## src/rtl/link_peer.sv

```systemverilog
// Game Boy link-cable partner: drives DMG SIN, samples DMG SOUT, and either
// follows the DMG clock (slave) or generates SCK itself (master). 8-bit frames, MSB first.
module link_peer #(
  parameter int unsigned HALF_PERIOD = 256
) (
  input  logic       clk,
  input  logic       nreset,
  input  logic       master,
  input  logic       start,
  input  logic       tx_load,
  input  logic [7:0] tx_data,
  input  logic       sck_in,
  input  logic       sout,
  output logic       sin_out,
  output logic       sck_out,
  output logic       sck_oe,
  output logic [7:0] rx_data,
  output logic       rx_valid,
  output logic       busy
);

  localparam int unsigned CW = $clog2(HALF_PERIOD);
  localparam logic [CW-1:0] HP_LAST = CW'(HALF_PERIOD - 1);

  localparam logic [1:0] ST_IDLE   = 2'd0;
  localparam logic [1:0] ST_S_ACT  = 2'd1;
  localparam logic [1:0] ST_M_LOW  = 2'd2;
  localparam logic [1:0] ST_M_HIGH = 2'd3;

  logic [1:0]    r_state;
  logic          r_sck_m, r_sck_s, r_sck_p;
  logic          r_sout_m, r_sout_s;
  logic [7:0]    r_tx_buf, r_tx_shift, r_rx_shift, r_rx_data;
  logic [3:0]    r_bit_cnt;
  logic [CW-1:0] r_cnt;
  logic          r_sin_out, r_sck_out, r_sck_oe, r_rx_valid, r_busy;

  logic       w_fall, w_rise, w_hp_done;
  logic [7:0] w_tx_src, w_rx_next;

  assign w_fall    = r_sck_p & ~r_sck_s;
  assign w_rise    = ~r_sck_p & r_sck_s;
  assign w_hp_done = (r_cnt == HP_LAST);
  // A frame starting from IDLE shifts straight out of tx_buf, so tx_buf is copied at frame start.
  assign w_tx_src  = (r_state == ST_IDLE) ? r_tx_buf : r_tx_shift;
  assign w_rx_next = {r_rx_shift[6:0], r_sout_s};

  always_ff @(posedge clk or negedge nreset) begin
    if (!nreset) begin
      r_sck_m  <= 1'b1;
      r_sck_s  <= 1'b1;
      r_sck_p  <= 1'b1;
      r_sout_m <= 1'b1;
      r_sout_s <= 1'b1;
    end else begin
      r_sck_m  <= sck_in;
      r_sck_s  <= r_sck_m;
      r_sck_p  <= r_sck_s;
      r_sout_m <= sout;
      r_sout_s <= r_sout_m;
    end
  end

  always_ff @(posedge clk or negedge nreset) begin
    if (!nreset) begin
      r_state    <= ST_IDLE;
      r_tx_buf   <= '1;
      r_tx_shift <= '1;
      r_rx_shift <= '0;
      r_rx_data  <= '0;
      r_bit_cnt  <= '0;
      r_cnt      <= '0;
      r_sin_out  <= 1'b1;
      r_sck_out  <= 1'b1;
      r_sck_oe   <= 1'b0;
      r_rx_valid <= 1'b0;
      r_busy     <= 1'b0;
    end else begin
      r_rx_valid <= 1'b0;
      if (tx_load) r_tx_buf <= tx_data;
      case (r_state)
        ST_IDLE: begin
          r_cnt <= '0;
          if (master) begin
            if (start) begin
              r_state    <= ST_M_LOW;
              r_sck_out  <= 1'b0;
              r_sck_oe   <= 1'b1;
              r_busy     <= 1'b1;
              r_sin_out  <= w_tx_src[7];
              r_tx_shift <= {w_tx_src[6:0], 1'b1};
            end
          end else if (w_fall) begin
            r_state    <= ST_S_ACT;
            r_busy     <= 1'b1;
            r_sin_out  <= w_tx_src[7];
            r_tx_shift <= {w_tx_src[6:0], 1'b1};
          end
        end
        ST_S_ACT: begin
          if (w_fall) begin
            r_sin_out  <= w_tx_src[7];
            r_tx_shift <= {w_tx_src[6:0], 1'b1};
          end else if (w_rise) begin
            if (r_bit_cnt == 4'd7) begin
              r_rx_data  <= w_rx_next;
              r_rx_valid <= 1'b1;
              r_busy     <= 1'b0;
              r_bit_cnt  <= '0;
              r_state    <= ST_IDLE;
            end else begin
              r_rx_shift <= w_rx_next;
              r_bit_cnt  <= r_bit_cnt + 4'd1;
            end
          end
        end
        ST_M_LOW: begin
          if (w_hp_done) begin
            r_cnt      <= '0;
            r_state    <= ST_M_HIGH;
            r_sck_out  <= 1'b1;
            r_rx_shift <= w_rx_next;
            r_bit_cnt  <= r_bit_cnt + 4'd1;
          end else begin
            r_cnt <= r_cnt + CW'(1);
          end
        end
        ST_M_HIGH: begin
          if (w_hp_done) begin
            r_cnt <= '0;
            if (r_bit_cnt == 4'd8) begin
              r_state    <= ST_IDLE;
              r_sck_oe   <= 1'b0;
              r_rx_data  <= r_rx_shift;
              r_rx_valid <= 1'b1;
              r_busy     <= 1'b0;
              r_bit_cnt  <= '0;
            end else begin
              r_state    <= ST_M_LOW;
              r_sck_out  <= 1'b0;
              r_sin_out  <= w_tx_src[7];
              r_tx_shift <= {w_tx_src[6:0], 1'b1};
            end
          end else begin
            r_cnt <= r_cnt + CW'(1);
          end
        end
        default: r_state <= ST_IDLE;
      endcase
    end
  end

  assign sin_out  = r_sin_out;
  assign sck_out  = r_sck_out;
  assign sck_oe   = r_sck_oe;
  assign rx_data  = r_rx_data;
  assign rx_valid = r_rx_valid;
  assign busy     = r_busy;

endmodule

```

## config.mk

```make
export PLATFORM = sky130hd
export DESIGN_NAME = link_peer
export DESIGN_NICKNAME = d
export VERILOG_FILES = /design/src/rtl/link_peer.sv
export SDC_FILE = /design/constraint.sdc
export NUM_CORES = 1
export LEC_CHECK = 0
export ABC_AREA = 0
export ABC_CLOCK_PERIOD_IN_PS = 4450
export BUFFER_PORTS_ARGS = -buffer_cell sky130_fd_sc_hd__buf_2
export CORE_MARGIN = 1
export CORE_UTILIZATION = 41
export CTS_BUF_LIST = sky130_fd_sc_hd__clkbuf_2 sky130_fd_sc_hd__clkbuf_4 sky130_fd_sc_hd__clkbuf_8
export CTS_CLUSTER_SIZE = 20
export DETAILED_ROUTE_END_ITERATION = 10
export SYNTH_ARGS = -nofsm -noshare
export SYNTH_HDL_FRONTEND = slang
export SYNTH_SLANG_ARGS = --single-unit
```

## constraint.sdc

```tcl
create_clock -name clk -period 4.45 [get_ports clk]
set_clock_uncertainty 0.15 [all_clocks]
set_input_delay 1.1125 -clock clk [delete_from_list [all_inputs] [get_ports clk]]
set_output_delay 1.1125 -clock clk [all_outputs]
set_load 0.01 [all_outputs]
```

# == After elaboration in Yosys (flattened, before gate mapping) ==
# Index checks and enable logic that the tools add are counted.
# op_classes
addsub,2
eq_ne,18
mux,66
n_bitwise,4
n_reduce_logical,17
# ops
cell,n
8-bit two-way mux,16
8-bit one-hot mux with 2 select lines,3
1-bit two-way mux,24
4-bit two-way mux,6
8-bit one-hot mux with 3 select lines,1
2-bit inequality test (second input constant),10
2-bit two-way mux,9
6-bit AND reduction,3
4-bit one-hot mux with 3 select lines,1
5-bit AND reduction,2
1-bit one-hot mux with 3 select lines,3
3-bit nonzero test,3
8-bit by 1-bit adder with 8-bit output (second input constant),1
8-bit == test (second input constant),1
2-bit one-hot mux with 4 select lines,1
8-bit AND reduction,1
2-bit nonzero test,4
7-bit AND reduction,1
3-bit inequality test (second input constant),2
4-bit by 1-bit adder with 4-bit output (second input constant),1
2-bit == test (second input constant),2
4-bit by 3-bit == test with 1-bit output (second input constant),1
4-bit == test (second input constant),1
1-bit one-hot mux with 2 select lines,2
other kinds (6),8
# word_totals
reg_bits,56
in_bits,15
output_inout_bits,13

# == Depth between registers and ports, before layout ==
# Gate-level depths: netlist of the first run.
# depth
ltp_word,5
ltp_mapped,6

# == Worst setup path before layout of the first run ==
# No wires, ideal clock.
# synth_path
path_type,input -> register
start,input port master
end,register r_tx_shift[2]
t_arrival_ps,1894
required_ps,4218
slack_ps,2324
cell_stages,4
n_path_buf,0
cell_sequence,nor3b_1 o2bb2ai_1 nand3_2 mux2_2
# synth_via
elab_chain_len,2
word_cells_on_any_way,4
cone_classes,eq/ne: 1; mux: 2; reduce/logical: 1
# synth_lines
item,line_no,source
"start, declared",8,"input logic master,"
3-bit inequality test (no line) / 8-bit two-way mux (equally long branches),-,
4-bit AND reduction (no line) / 8-bit one-hot mux with 3 select lines (equally long branches),-,
"end signal, assigned",91,"r_tx_shift <= {w_tx_src[6:0], 1'b1};"
"end signal, assigned",97,"r_tx_shift <= {w_tx_src[6:0], 1'b1};"
"end signal, assigned",103,"r_tx_shift <= {w_tx_src[6:0], 1'b1};"
"end, declared",33,"logic [7:0] r_tx_buf, r_tx_shift, r_rx_shift, r_rx_data;"
# Parallel ways exist; a longest one is shown, timed or not.
# A chain may end at the register's enable or synchronous reset.

# == Worst setup path in the final report of the first run ==
# layout_path
start,register r_state[1]
end,register r_rx_shift[3]
# layout_via
elab_chain_len,3
word_cells_on_any_way,9
cone_classes,eq/ne: 6; mux: 1; reduce/logical: 2
# layout_lines
item,line_no,source
"start, declared",30,logic [1:0] r_state;
"start signal, assigned",66,r_state <= ST_IDLE;
"start signal, assigned",86,r_state <= ST_M_LOW;
"start signal, assigned",94,r_state <= ST_S_ACT;
2-bit by 1-bit == test with 1-bit output / 2-bit == test (equally long branches),81,case (r_state)
2-bit inequality test (no line) / 2-bit nonzero test (equally long branches),-,
5-bit AND reduction (no line),-,
"end signal, assigned",112,r_rx_shift <= w_rx_next;
"end signal, assigned",122,r_rx_shift <= w_rx_next;
"end, declared",33,
# Parallel ways exist; a longest one is shown, timed or not.

==> results of run 1 <==
-- through the flow --
step                      cell area, um^2  util, %  hold WS, ns  std cells  worst slack, ns
after detailed placement             2840     44.9        0.199        308             2.01
after global placement               2840     44.9        0.196        308             2.04
after global routing                 2930     46.4        0.217        316             1.91
after CTS                            2930     46.4        0.215        316             2.10
after floorplan                      2670        -        0.195        211             2.32
final                                2930     46.4        0.213        316             2.12
-- sequential cells by signal, summed over array words and instances (netlist names), 2 cells and up --
| name | count |
|---|---|
| r_cnt | 8 |
| r_tx_buf | 8 |
| r_bit_cnt | 4 |
| r_tx_shift | 8 |
| r_state | 2 |
| rx_data | 8 |
| r_rx_shift | 8 |
-- worst min-delay path by stage --
stage	start	end	slack [ns]	depth (start not counted)
final	r_sck_m	r_sck_s	0.21	0
after global routing	r_sout_m	r_sout_s	0.22	0
after CTS	r_sout_m	r_sout_s	0.22	0
after detailed placement	r_sout_m	r_sout_s	0.20	0
after global placement	r_sout_m	r_sout_s	0.20	0
after floorplan	r_sck_m	r_sck_s	0.20	0
-- cells in the mapped netlist, types with 2 or more instances --
master,n
nor2_1,9
o2bb2ai_1,8
mux2i_1,2
o211ai_1,2
a21o_1,2
nand2_1,12
dfrtp_1,33
mux2_2,37
nand3b_1,4
o32ai_1,2
ha_1,3
a22oi_1,7
buf_4,2
a31oi_1,2
nand3_1,6
or2_2,2
clkbuf_1,3
o21ai_0,11
a22o_1,2
dfstp_2,23
nor3_1,3
inv_1,6
clkbuf_8,3
and3b_1,2
-- routing by layer --
layer	wire length, um	part of all wire (%)	up-vias
met5	0	0	-
met4	70	1.5	0
met3	160	3.5	6
met2	1920	42	31
met1	2400	53	832
li1	-	-	832
-- logic make-up (layout without fill, tap and decap cells) --
| logic type | Yosys count | in the layout | share of synthesized area (%) |
|---|---|---|---|
| simple gates | 54 | 54 | 12.9 |
| mux | 39 | 39 | 16.4 |
| flops | 56 | 56 | 53.7 |
| compound gates | 44 | 44 | 12.0 |
| buf+inv | 14 | 42 | 3.38 |
| xor+xnor | 1 | 1 | 0.329 |
| fa+ha+maj | 3 | 3 | 1.41 |
-- cell usage in the layout, fill, tap and decap left out, types with 3 or more instances in the layout --
cell type  netlist  final
inv_1            6      6
nand3_1          6      6
nor2_1           9      9
dfrtp_1         33     33
mux2_2          37     37
o2bb2ai_1        8      8
clkbuf_8         3      5
nand3b_1         4      4
nand2_1         12     12
a22oi_1          7      7
ha_1             3      3
nor3_1           3      3
dfstp_2         23     23
buf_2            0     27
o21ai_0         11     11
-- power groups by stage --
stage / registers, uW / logic, uW / clock network, uW
detailed placement: 846 / 583 / 0
floorplan: 804 / 500 / 0
global placement: 845 / 572 / 0
CTS: 839 / 584 / 309
finish: 839 / 571 / 297
global route: 870 / 650 / 326
-- area by class of cell --
class | instances | area [um^2] | share of cell area, %
well taps | 77 | 96.3 | 3.29
inverters | 6 | 22.5 | 0.769
repair buffers | 28 | 143 | 4.87
multi-input cells | 141 | 1140 | 39.1
flip-flops and latches | 56 | 1430 | 48.8
clock inverters | 2 | 17.5 | 0.598
clock buffers | 6 | 76.3 | 2.60
-- critical path: cells and delay by family, from the launching register on --
kind / cells / cell delay [ns]
flip-flops: 1 / 0.73
multiplexers: 1 / 0.38
AO/OA/AOI/OAI: 1 / 0.35
AND/OR/NAND/NOR: 2 / 0.61
==> results.tsv, run 1 <==
stage	metric	value	unit
status	status	completed	
cells_and_area	layout.nets	256	
synth	synth.net_count	229	
global_routing	grt_pass1_vias	1637	
clock_network	cts_root_buffer	clkbuf_8	
global_routing	busiest_layer	met1	
critical_path	r2r-end	r_rx_shift[3]	
floorplan	core_area	6310	um^2
power	power_switching	593	uW
power	clkPwrFrac	17.4	%
global_routing	grt_use_met3	3.96	%
synth	synth_cells	211	
route	drc	0	
route	final_antenna_net_count	0	
power	ir_drop	0.299	mV
sta	rsz0062_at_grt	false	
critical_path	crit_fanout	19	
global_routing	grt_max_degree	39	
global_routing	met1_usage	22.8	%
critical_path	critPathMaxStageDelay	0.73	ns
route	via_count	1701	
synth	synth_flop_cell	dfrtp_1	
synth	postSynthAreaPerCell	12.6	um^2
power	p_leak	0.00131	uW
critical_path	path_class	reg -> reg	
cells_and_area	drive_gt1_share	45.6	%
sta	hold_viol	0	
critical_path	arrival	2.40	ns
sta	fin_tns_setup	0	ns
synth	yosys.area.top_type	dfrtp_1	
cells_and_area	syn_to_final_growth	9.95	%
power	p_comb_share	33.5	%
route	dr.first_iter.drc_count	68	
clock_network	cts_setup_buffers	0	
clock_network	cts-resized-gates	0	
critical_path	critPathSlowestCell	dfrtp_1	
sta	slew_headroom	43.1	%
synth	netlist_area	2670	um^2
sta	setup_viol_count_final	0	
clock_network	clock_path_buffers	2	
global_routing	grt_pass1_wl	7880	um
route	wl_per_cell	14.4	um
power	power	1710	uW
place	dp_hpwl	3050	um
critical_path	required	4.51	ns
floorplan	start_util	42.2	%
synth	ys_ff_latch	56	
critical_path	ff2ff_setup_slack	2.12	ns
floorplan	ios	28	
cells_and_area	antennaDiodeCount	0	
route	vias_per_cell	5.38	
clock_network	clkLatencyLatePin	0.32	ns
floorplan	rows	29	
power	power.density	583	nW/um^2
sta	fin_crit	2.33	ns
place	routabilityCongestion	0.766	
floorplan	dieHeight	82.6	um
sta	finalCritPeriodShare	52.5	%
synth	post-synth-top-area-fraction	31.0	%
power	p_int	1110	uW
floorplan	die-area	6830	um^2
place	port_buffers	27	
power	p_sw_share	34.7	%
route	routed_wl	4550	um
clock_network	clkSlewWorstSetupHoldPaths	0.10	ns
critical_path	worst_setup_path_end_kind	register	
critical_path	startpoint_type	register	
run	max_cap_violations	0	
critical_path	crit_path_end	r_rx_shift[3]	
cells_and_area	fillers	587	
global_routing	track_usage	15.5	%
synth	synth_edf_count	0	
power	seqPwrFrac	49.1	%
critical_path	r2r_start	r_state[1]	
clock_network	numCtsBuffers	5	
synth	async_flop_share	100	%
critical_path	worstPathCellList	nand4_1 -> nor3_1 -> a21o_1 -> mux2_2	
route	drtPass1Iterations	4	
synth	seq_area_frac_synth	53.7	%
synth	synth.area.top_cells	dfrtp_1, dfstp_2, mux2_2, o2bb2ai_1, o21ai_0	
sta	worstMarginPinSlew	0.854	ns
floorplan	dieWidth	82.6	um
clock_network	h-tree-depth	2	
worst_hold_path	hp-class	reg -> reg	
global_routing	grtUsageMet2	22.1	%
synth	synth.distinct_cells	49	
sta	drv_slew	0	
clock_network	cts_tree	built	
critical_path	reg2reg_depth	4	
global_routing	overflow	0	
sta	timing.fmax	0.428	GHz
critical_path	startpoint	r_state[1]	
clock_network	cts_hold_buf	0	
synth	synth_warnings	0	
global_routing	grt_antenna_before_repair	0	
clock_network	cts.sinks	56	
Note: power is estimated with default switching activity, not from simulation.
==> inputs of run 2 (changes only) <==
--- a/config.mk
+++ b/config.mk
@@ -5,8 +5,8 @@
 export SDC_FILE = /design/constraint.sdc
 export NUM_CORES = 1
 export LEC_CHECK = 0
-export ABC_AREA = 0
-export ABC_CLOCK_PERIOD_IN_PS = 4450
+export ABC_AREA = 1
+export ABC_CLOCK_PERIOD_IN_PS = 2300
 export BUFFER_PORTS_ARGS = -buffer_cell sky130_fd_sc_hd__buf_2
 export CORE_MARGIN = 1
 export CORE_UTILIZATION = 41
==> constraint.sdc (replaced) <==
create_clock -name clk -period 2.3 [get_ports clk]
set_clock_uncertainty 0.15 [all_clocks]
set_input_delay 0.575 -clock clk [delete_from_list [all_inputs] [get_ports clk]]
set_output_delay 0.575 -clock clk [all_outputs]
set_load 0.01 [all_outputs]
==> run 2 against run 1 <==
Count of clock-buffer cells in the layout is the same; power grew 2.0%; largest cell class unchanged; non-clock buffer count grew 1; synthesized area grew 6.9%; worst hold slack lost 0.12 ns; synthesized cell count grew 54%; core utilization grew 0.24 points; wire length grew 18%; clock power grew 120%; first-iteration DRC count grew 65%; final area grew 7.6%; global-route usage grew 1.1 points.
==> results.tsv, run 2 <==
stage	metric	value	unit	change
status	status	completed		
route	wl_per_cell	12.4	um	-14%
cells_and_area	fillers	663		+13%
clock_network	cts_tree	built		
global_routing	grt_pass1_wl	9710	um	+23%
synth	ys_ff_latch	56		unchanged
route	dr.first_iter.drc_count	112		+65%
power	ir_drop	0.261	mV	-13%
power	power	1740	uW	+2.0%
cells_and_area	mostFrequentLayoutCell	nand2_1		
sta	timing.fmax	0.514	GHz	+20%
clock_network	cts_hold_buf	0		unchanged
synth	postSynthAreaPerCell	8.77	um^2	-31%
synth	synth.net_count	343		+50%
sta	worstMarginPinSlew	0.487	ns	-0.367 ns
floorplan	start_util	42.2	%	-0.045 points
synth	synth_edf_count	0		unchanged
floorplan	rows	30		+3.4%
synth	netlist_top_cells_count	nand2_1, dfrtp_1, inv_1, o21ai_0, dfstp_2		
critical_path	ff2ff_setup_slack	0.35	ns	-1.76 ns
critical_path	crit_fanout	11		-8
global_routing	grt_pass1_vias	2037		+24%
run	max_cap_violations	0		unchanged
power	power.density	553	nW/um^2	-5.1%
cells_and_area	layout_common_cells	nand2_1, dfrtp_1, inv_1, o21ai_0, buf_2		
floorplan	core_area	6760	um^2	+7.0%
clock_network	numCtsBuffers	5		unchanged
place	dp.cells	425		+38%
clock_network	cts.sinks	56		unchanged
synth	synth.most_common_cell	nand2_1		
sta	setup_viol_count_final	0		unchanged
global_routing	grt_max_degree	57		+46%
sta	slew_headroom	67.6	%	+24 points
route	final_antenna_net_count	0		unchanged
cells_and_area	seq_area	1430	um^2	unchanged
synth	synth.distinct_cells	34		-31%
place	dp_hpwl	3800	um	+24%
synth	synth.area.top_cells	dfrtp_1, dfstp_2, nand2_1, o21ai_0, inv_1		
synth	synth_fa_ha_area_share	1.32	%	-0.091 points
clock_network	cts-resized-gates	0		unchanged
synth	synthSimpleGateAreaFrac	27.1	%	+14 points
floorplan	dieWidth	85.4	um	+3.3%
clock_network	clkLatencyLatePin	0.31	ns	about the same
synth	synth_top_family_by_area	simple AND/OR/NAND/NOR gates		
synth	post-synth-top-area-fraction	29.0	%	-2.0 points
sta	drv_slew	0		unchanged
clock_network	cts_root_buffer	clkbuf_8		
global_routing	grtUsageMet2	25.6	%	+3.5 points
cells_and_area	layout.nets	370		+45%
sta	finalCritPeriodShare	84.6	%	+32 points
global_routing	track_usage	16.5	%	+1.1 points
global_routing	busiest_layer	met2		
sta	fin_crit	1.95	ns	-0.389 ns
critical_path	required	2.41	ns	-2.10 ns
route	drc	0		unchanged
synth	synth_xor_area_share	1.54	%	+1.2 points
global_routing	grt_antenna_before_repair	0		unchanged
synth	netlist_area	2850	um^2	+6.9%
power	p_leak	0.00151	uW	+16%
synth	synth_cells	325		+54%
synth	yosys.area.top_type	dfrtp_1		
synth	synthMuxAreaShare	1.98	%	-14 points
sta	setup_slack	0.355	ns	-1.76 ns
critical_path	startpoint_type	register		
synth	seq_area_frac_synth	50.2	%	-3.5 points
cells_and_area	antennaDiodeCount	0		unchanged
cells_and_area	multi_input_area	1210	um^2	+5.4%
clock_network	clkSlewWorstSetupHoldPaths	0.10	ns	about the same
synth	synth_flop_cell	dfrtp_1		
sta	fin_tns_setup	0	ns	unchanged
route	routed_wl	5390	um	+18%
clock_network	h-tree-depth	2		unchanged
clock_network	cts_setup_buffers	0		unchanged
cells_and_area	layout.cells.non_filler	433		+37%
route	drtPass1Iterations	4		unchanged
global_routing	grt_use_met3	2.82	%	-1.1 points
critical_path	worst_setup_path_end_kind	register		
sta	hold_viol	0		unchanged
synth	synth_warnings	0		unchanged
route	via_count	2145		+26%
global_routing	met1_usage	24.0	%	+1.1 points
worst_hold_path	hp-class	in -> async		
place	routabilityCongestion	0.801		+4.6%
cells_and_area	syn_to_final_growth	10.6	%	
floorplan	dieHeight	85.4	um	+3.3%
floorplan	ios	28		unchanged
cells_and_area	utilization	46.6	%	+0.24 points
route	vias_per_cell	4.95		-8.0%
cells_and_area	drive_gt1_share	27.8	%	-18 points
place	port_buffers	27		unchanged
place	pre_cts_ws	0.338	ns	-1.67 ns
floorplan	die-area	7290	um^2	+6.7%
critical_path	path_class	reg -> reg		
synth	synth_compound_area_share	10.4	%	-1.6 points
sta	rsz0062_at_grt	false		
clock_network	clock_path_buffers	2		unchanged
critical_path	arrival	2.05	ns	-0.35 ns
global_routing	overflow	0		unchanged
synth	async_flop_share	100	%	unchanged
==> run 2: changes by cell type after synthesis, moves of 5 or more <==
| cell | previous run | this run |
|---|---|---|
| a22oi_1 | 7 | 0 |
| mux2_2 | 37 | 5 |
| inv_2 | 0 | 5 |
| o21ai_2 | 1 | 9 |
| inv_1 | 6 | 28 |
| nor2_1 | 9 | 14 |
| o21ai_0 | 11 | 28 |
| nand3_1 | 6 | 21 |
| nand2_1 | 12 | 106 |
| o2bb2ai_1 | 8 | 0 |
==> run 2: cell type report <==
class | instances | area share (%)
clock buffer | 6 | 2.42
clock inverter | 2 | 1.11
inverter | 35 | 4.49
multi-input combinational | 225 | 38.3
sequential | 56 | 45.4
tap | 80 | 3.18
timing repair buffer | 29 | 5.16
==> run 2: cells by family (layout without fill, tap and decap cells) <==
kind of cell | Yosys count | after routing
buf+inv | 44 | 72
simple gates | 162 | 162
compound gates | 50 | 50
xor+xnor | 5 | 5
fa+ha+maj | 3 | 3
mux | 5 | 5
flops | 56 | 56
==> run 2: per-stage QoR <==
| stage | hold slack (ns) | instance area (um^2) |
|---|---|---|
| 2_1_floorplan | 0.129 | 2850 |
| 3_3_place_gp | 0.196 | 3040 |
| 3_5_place_dp | 0.197 | 3040 |
| 4_1_cts | 0.113 | 3150 |
| 5_1_grt | 0.122 | 3150 |
| 6_report | 0.0942 | 3150 |
==> run 2: worst max-delay path, cell delays in order, from the launching register on <==
cell	delay, ns
dfrtp_1	0.40
ha_1	0.19
nand2_1	0.09
nor2_4	0.11
nand2_1	0.10
nand2_1	0.31
nand2_1	0.16
nor2_4	0.20
nand3_1	0.09
nand2_1	0.08
==> run 2: final timing paths <==
path,startpoint,to,cells past startpoint
max in group asynchronous,nreset,r_sout_m,2
min in group clk,sout,r_sout_m,1
setup / recovery,r_cnt[0],r_tx_shift[2],9
setup reg to reg,r_cnt[0],r_tx_shift[2],9
hold reg to reg,r_sout_m,r_sout_s,0
hold / removal,nreset,rx_valid,2
==> run 2: where the power goes <==
part / internal, uW / switching [uW]
Combinational: 23.2 / 37.7
Clock: 336 / 320
Sequential: 1020 / 8.59
==> run 2: routing by layer <==
layer | part of all wire [%] | up-vias
li1 | - | 1096
met1 | 51 | 1018
met2 | 46 | 26
met3 | 2.3 | 5
met4 | 1.2 | 0
met5 | 0 | -
==> inputs of run 3 (changes only) <==
--- a/config.mk
+++ b/config.mk
@@ -5,8 +5,8 @@
 export SDC_FILE = /design/constraint.sdc
 export NUM_CORES = 1
 export LEC_CHECK = 0
-export ABC_AREA = 1
-export ABC_CLOCK_PERIOD_IN_PS = 2300
+export ABC_AREA = 0
+export ABC_CLOCK_PERIOD_IN_PS = 2000
 export BUFFER_PORTS_ARGS = -buffer_cell sky130_fd_sc_hd__buf_2
 export CORE_MARGIN = 1
 export CORE_UTILIZATION = 41
==> constraint.sdc (replaced) <==
create_clock -name clk -period 2 [get_ports clk]
set_clock_uncertainty 0.15 [all_clocks]
set_input_delay 0.5 -clock clk [delete_from_list [all_inputs] [get_ports clk]]
set_output_delay 0.5 -clock clk [all_outputs]
set_load 0.01 [all_outputs]
==> run 3 against run 2 <==
Register-to-register slack lost 0.30 ns; final area decreased by 2.9%; core utilization up 1.8 points; wire length down 8.5%; critical endpoint is now r_rx_shift[1]; largest cell class unchanged.
==> results.tsv, run 3 (synthesis results as in run 1) <==
stage	metric	value	unit	change
status	status	completed		
place	dp_hpwl	3370	um	-11%
place	dp.cells	322		-24%
place	routabilityCongestion	0.762		-4.9%
floorplan	core_area	6310	um^2	-6.6%
route	drtPass1Iterations	4		unchanged
critical_path	startpoint_type	register		
sta	worstMarginPinSlew	0.348	ns	-0.139 ns
sta	setup_slack	0.0534	ns	-0.301 ns
route	final_antenna_net_count	0		unchanged
route	drc	0		unchanged
floorplan	dieWidth	82.6	um	-3.2%
floorplan	dieHeight	82.6	um	-3.2%
power	p_comb_share	38.2	%	+35 points
cells_and_area	antennaDiodeCount	0		unchanged
clock_network	cts-resized-gates	1		+1
worst_hold_path	hp-class	in -> async		
critical_path	worst_setup_path_end_kind	register		
cells_and_area	layout.nets	270		-27%
route	routed_wl	4930	um	-8.5%
place	pre_cts_ws	-0.0436	ns	-0.382 ns
route	wl_per_cell	14.9	um	+20%
critical_path	path_class	reg -> reg		
cells_and_area	fillers	602		-9.2%
clock_network	numCtsBuffers	5		unchanged
cells_and_area	mostFrequentLayoutCell	mux2_2		
global_routing	grt_antenna_before_repair	0		unchanged
clock_network	cts.sinks	56		unchanged
power	seqPwrFrac	45.4	%	-14 points
cells_and_area	drive_gt1_share	49.8	%	+22 points
clock_network	cts_hold_buf	0		unchanged
critical_path	reg2reg_depth	4		-5
power	p_int	2630	uW	+91%
cells_and_area	layout_common_cells	mux2_2, dfrtp_1, buf_2		
cells_and_area	syn_to_final_growth	14.9	%	
critical_path	ff2ff_setup_slack	0.05	ns	-0.30 ns
sta	fin_crit	1.95	ns	+0.00150 ns
cells_and_area	layout.cells.non_filler	330		-24%
sta	slew_headroom	76.7	%	+9.2 points
clock_network	clkLatencyLatePin	0.31	ns	about the same
clock_network	clkSlewWorstSetupHoldPaths	0.11	ns	about the same
critical_path	required	2.05	ns	-0.36 ns
clock_network	cts_tree	built		
floorplan	ios	28		unchanged
global_routing	grt_pass1_wl	8350	um	-14%
route	dr.first_iter.drc_count	112		unchanged
power	power_switching	1390	uW	+280%
critical_path	arrival	2.00	ns	-0.05 ns
critical_path	crit_fanout	10		-1
sta	timing.fmax	0.514	GHz	about the same
route	vias_per_cell	5.34		+7.8%
global_routing	grt_max_degree	57		unchanged
global_routing	grt_pass1_vias	1707		-16%
power	clkPwrFrac	16.4	%	-21 points
power	p_leak	0.00137	uW	-9.1%
power	p_sw_share	34.6	%	+14 points
clock_network	cts_root_buffer	clkbuf_8		
cells_and_area	utilization	48.5	%	+1.8 points
power	power.density	1310	nW/um^2	+140%
power	ir_drop	0.695	mV	+170%
sta	setup_viol_count_final	0		unchanged
clock_network	h-tree-depth	2		unchanged
floorplan	start_util	42.2	%	+0.045 points
run	max_cap_violations	0		unchanged
clock_network	cts_setup_buffers	0		unchanged
global_routing	track_usage	16.3	%	-0.25 points
sta	finalCritPeriodShare	97.3	%	+13 points
sta	hold_viol	0		unchanged
place	port_buffers	27		unchanged
clock_network	clock_path_buffers	2		unchanged
sta	drv_slew	0		unchanged
route	via_count	1763		-18%
floorplan	rows	29		-3.3%
global_routing	overflow	0		unchanged
floorplan	die-area	6830	um^2	-6.3%
-- run 3: cell types whose count changed in the layout (fill, tap and decap cells not counted), sizes merged, moves of 8 or more --
cell and change:
o2bb2ai +8, nand3 -16, inv -27, nand2 -101
buf +13, mux2 +32, nor2 -9, o21ai -29
-- run 3: worst paths after layout --
| kind | startpoint | end |
|---|---|---|
| max | r_sck_s | r_rx_shift[1] |
| min | nreset | rx_data[7] |
| max reg2reg | r_sck_s | r_rx_shift[1] |
| min reg2reg | r_sck_m | r_sck_s |
| max in group asynchronous | nreset | r_tx_shift[1] |
| min in group clk | sout | r_sout_m |
-- run 3: critical path: stages, from the launching register on --
cell,delay [ns]
dfstp_2,0.55
or2b_2,0.33
nor2_1,0.21
a21o_4,0.24
mux2_2,0.35
-- run 3: routing by layer --
| layer | wire [um] | GRT usage (%) | vias to the layer above |
|---|---|---|---|
| met5 | 0 | 0 | - |
| met4 | 74 | 5.17 | 0 |
| met3 | 155 | 3.63 | 6 |
| met2 | 2200 | 24.3 | 29 |
| met1 | 2490 | 23.4 | 875 |
| li1 | - | - | 853 |
-- run 3: layout make-up --
type / count / area, um^2 / area share, %
Clock buffer: 5 / 68.8 / 2.25
Inverter: 6 / 22.5 / 0.736
Timing Repair Buffer: 42 / 260 / 8.50
Multi-Input combinational cell: 141 / 1160 / 37.8
Sequential cell: 56 / 1430 / 46.8
Tap cell: 77 / 96.3 / 3.15
Clock inverter: 3 / 25.0 / 0.817
-- run 3: metrics by stage --
| stage | TNS, ns | instance area, um^2 | hold slack, ns | total power [uW] |
|---|---|---|---|---|
| after floorplan | 0 | 2670 | 0.0544 | 2900 |
| after global placement | 0 | 2950 | 0.196 | 3350 |
| after detailed placement | -0.258 | 2950 | 0.197 | 3370 |
| after CTS | 0 | 3050 | 0.0156 | 4050 |
| after global routing | -0.0186 | 3060 | 0.0346 | 4330 |
| final | 0 | 3060 | 0.00418 | 4020 |
-- run 3: power by group through the flow --
stage          Clock (uW)  Combinational [uW]  Sequential, uW
6_report              659                1540            1830
3_5_place_dp            0                1530            1840
3_3_place_gp            0                1510            1830
2_1_floorplan           0                1110            1790
4_1_cts               686                1540            1820
5_1_grt               726                1720            1880
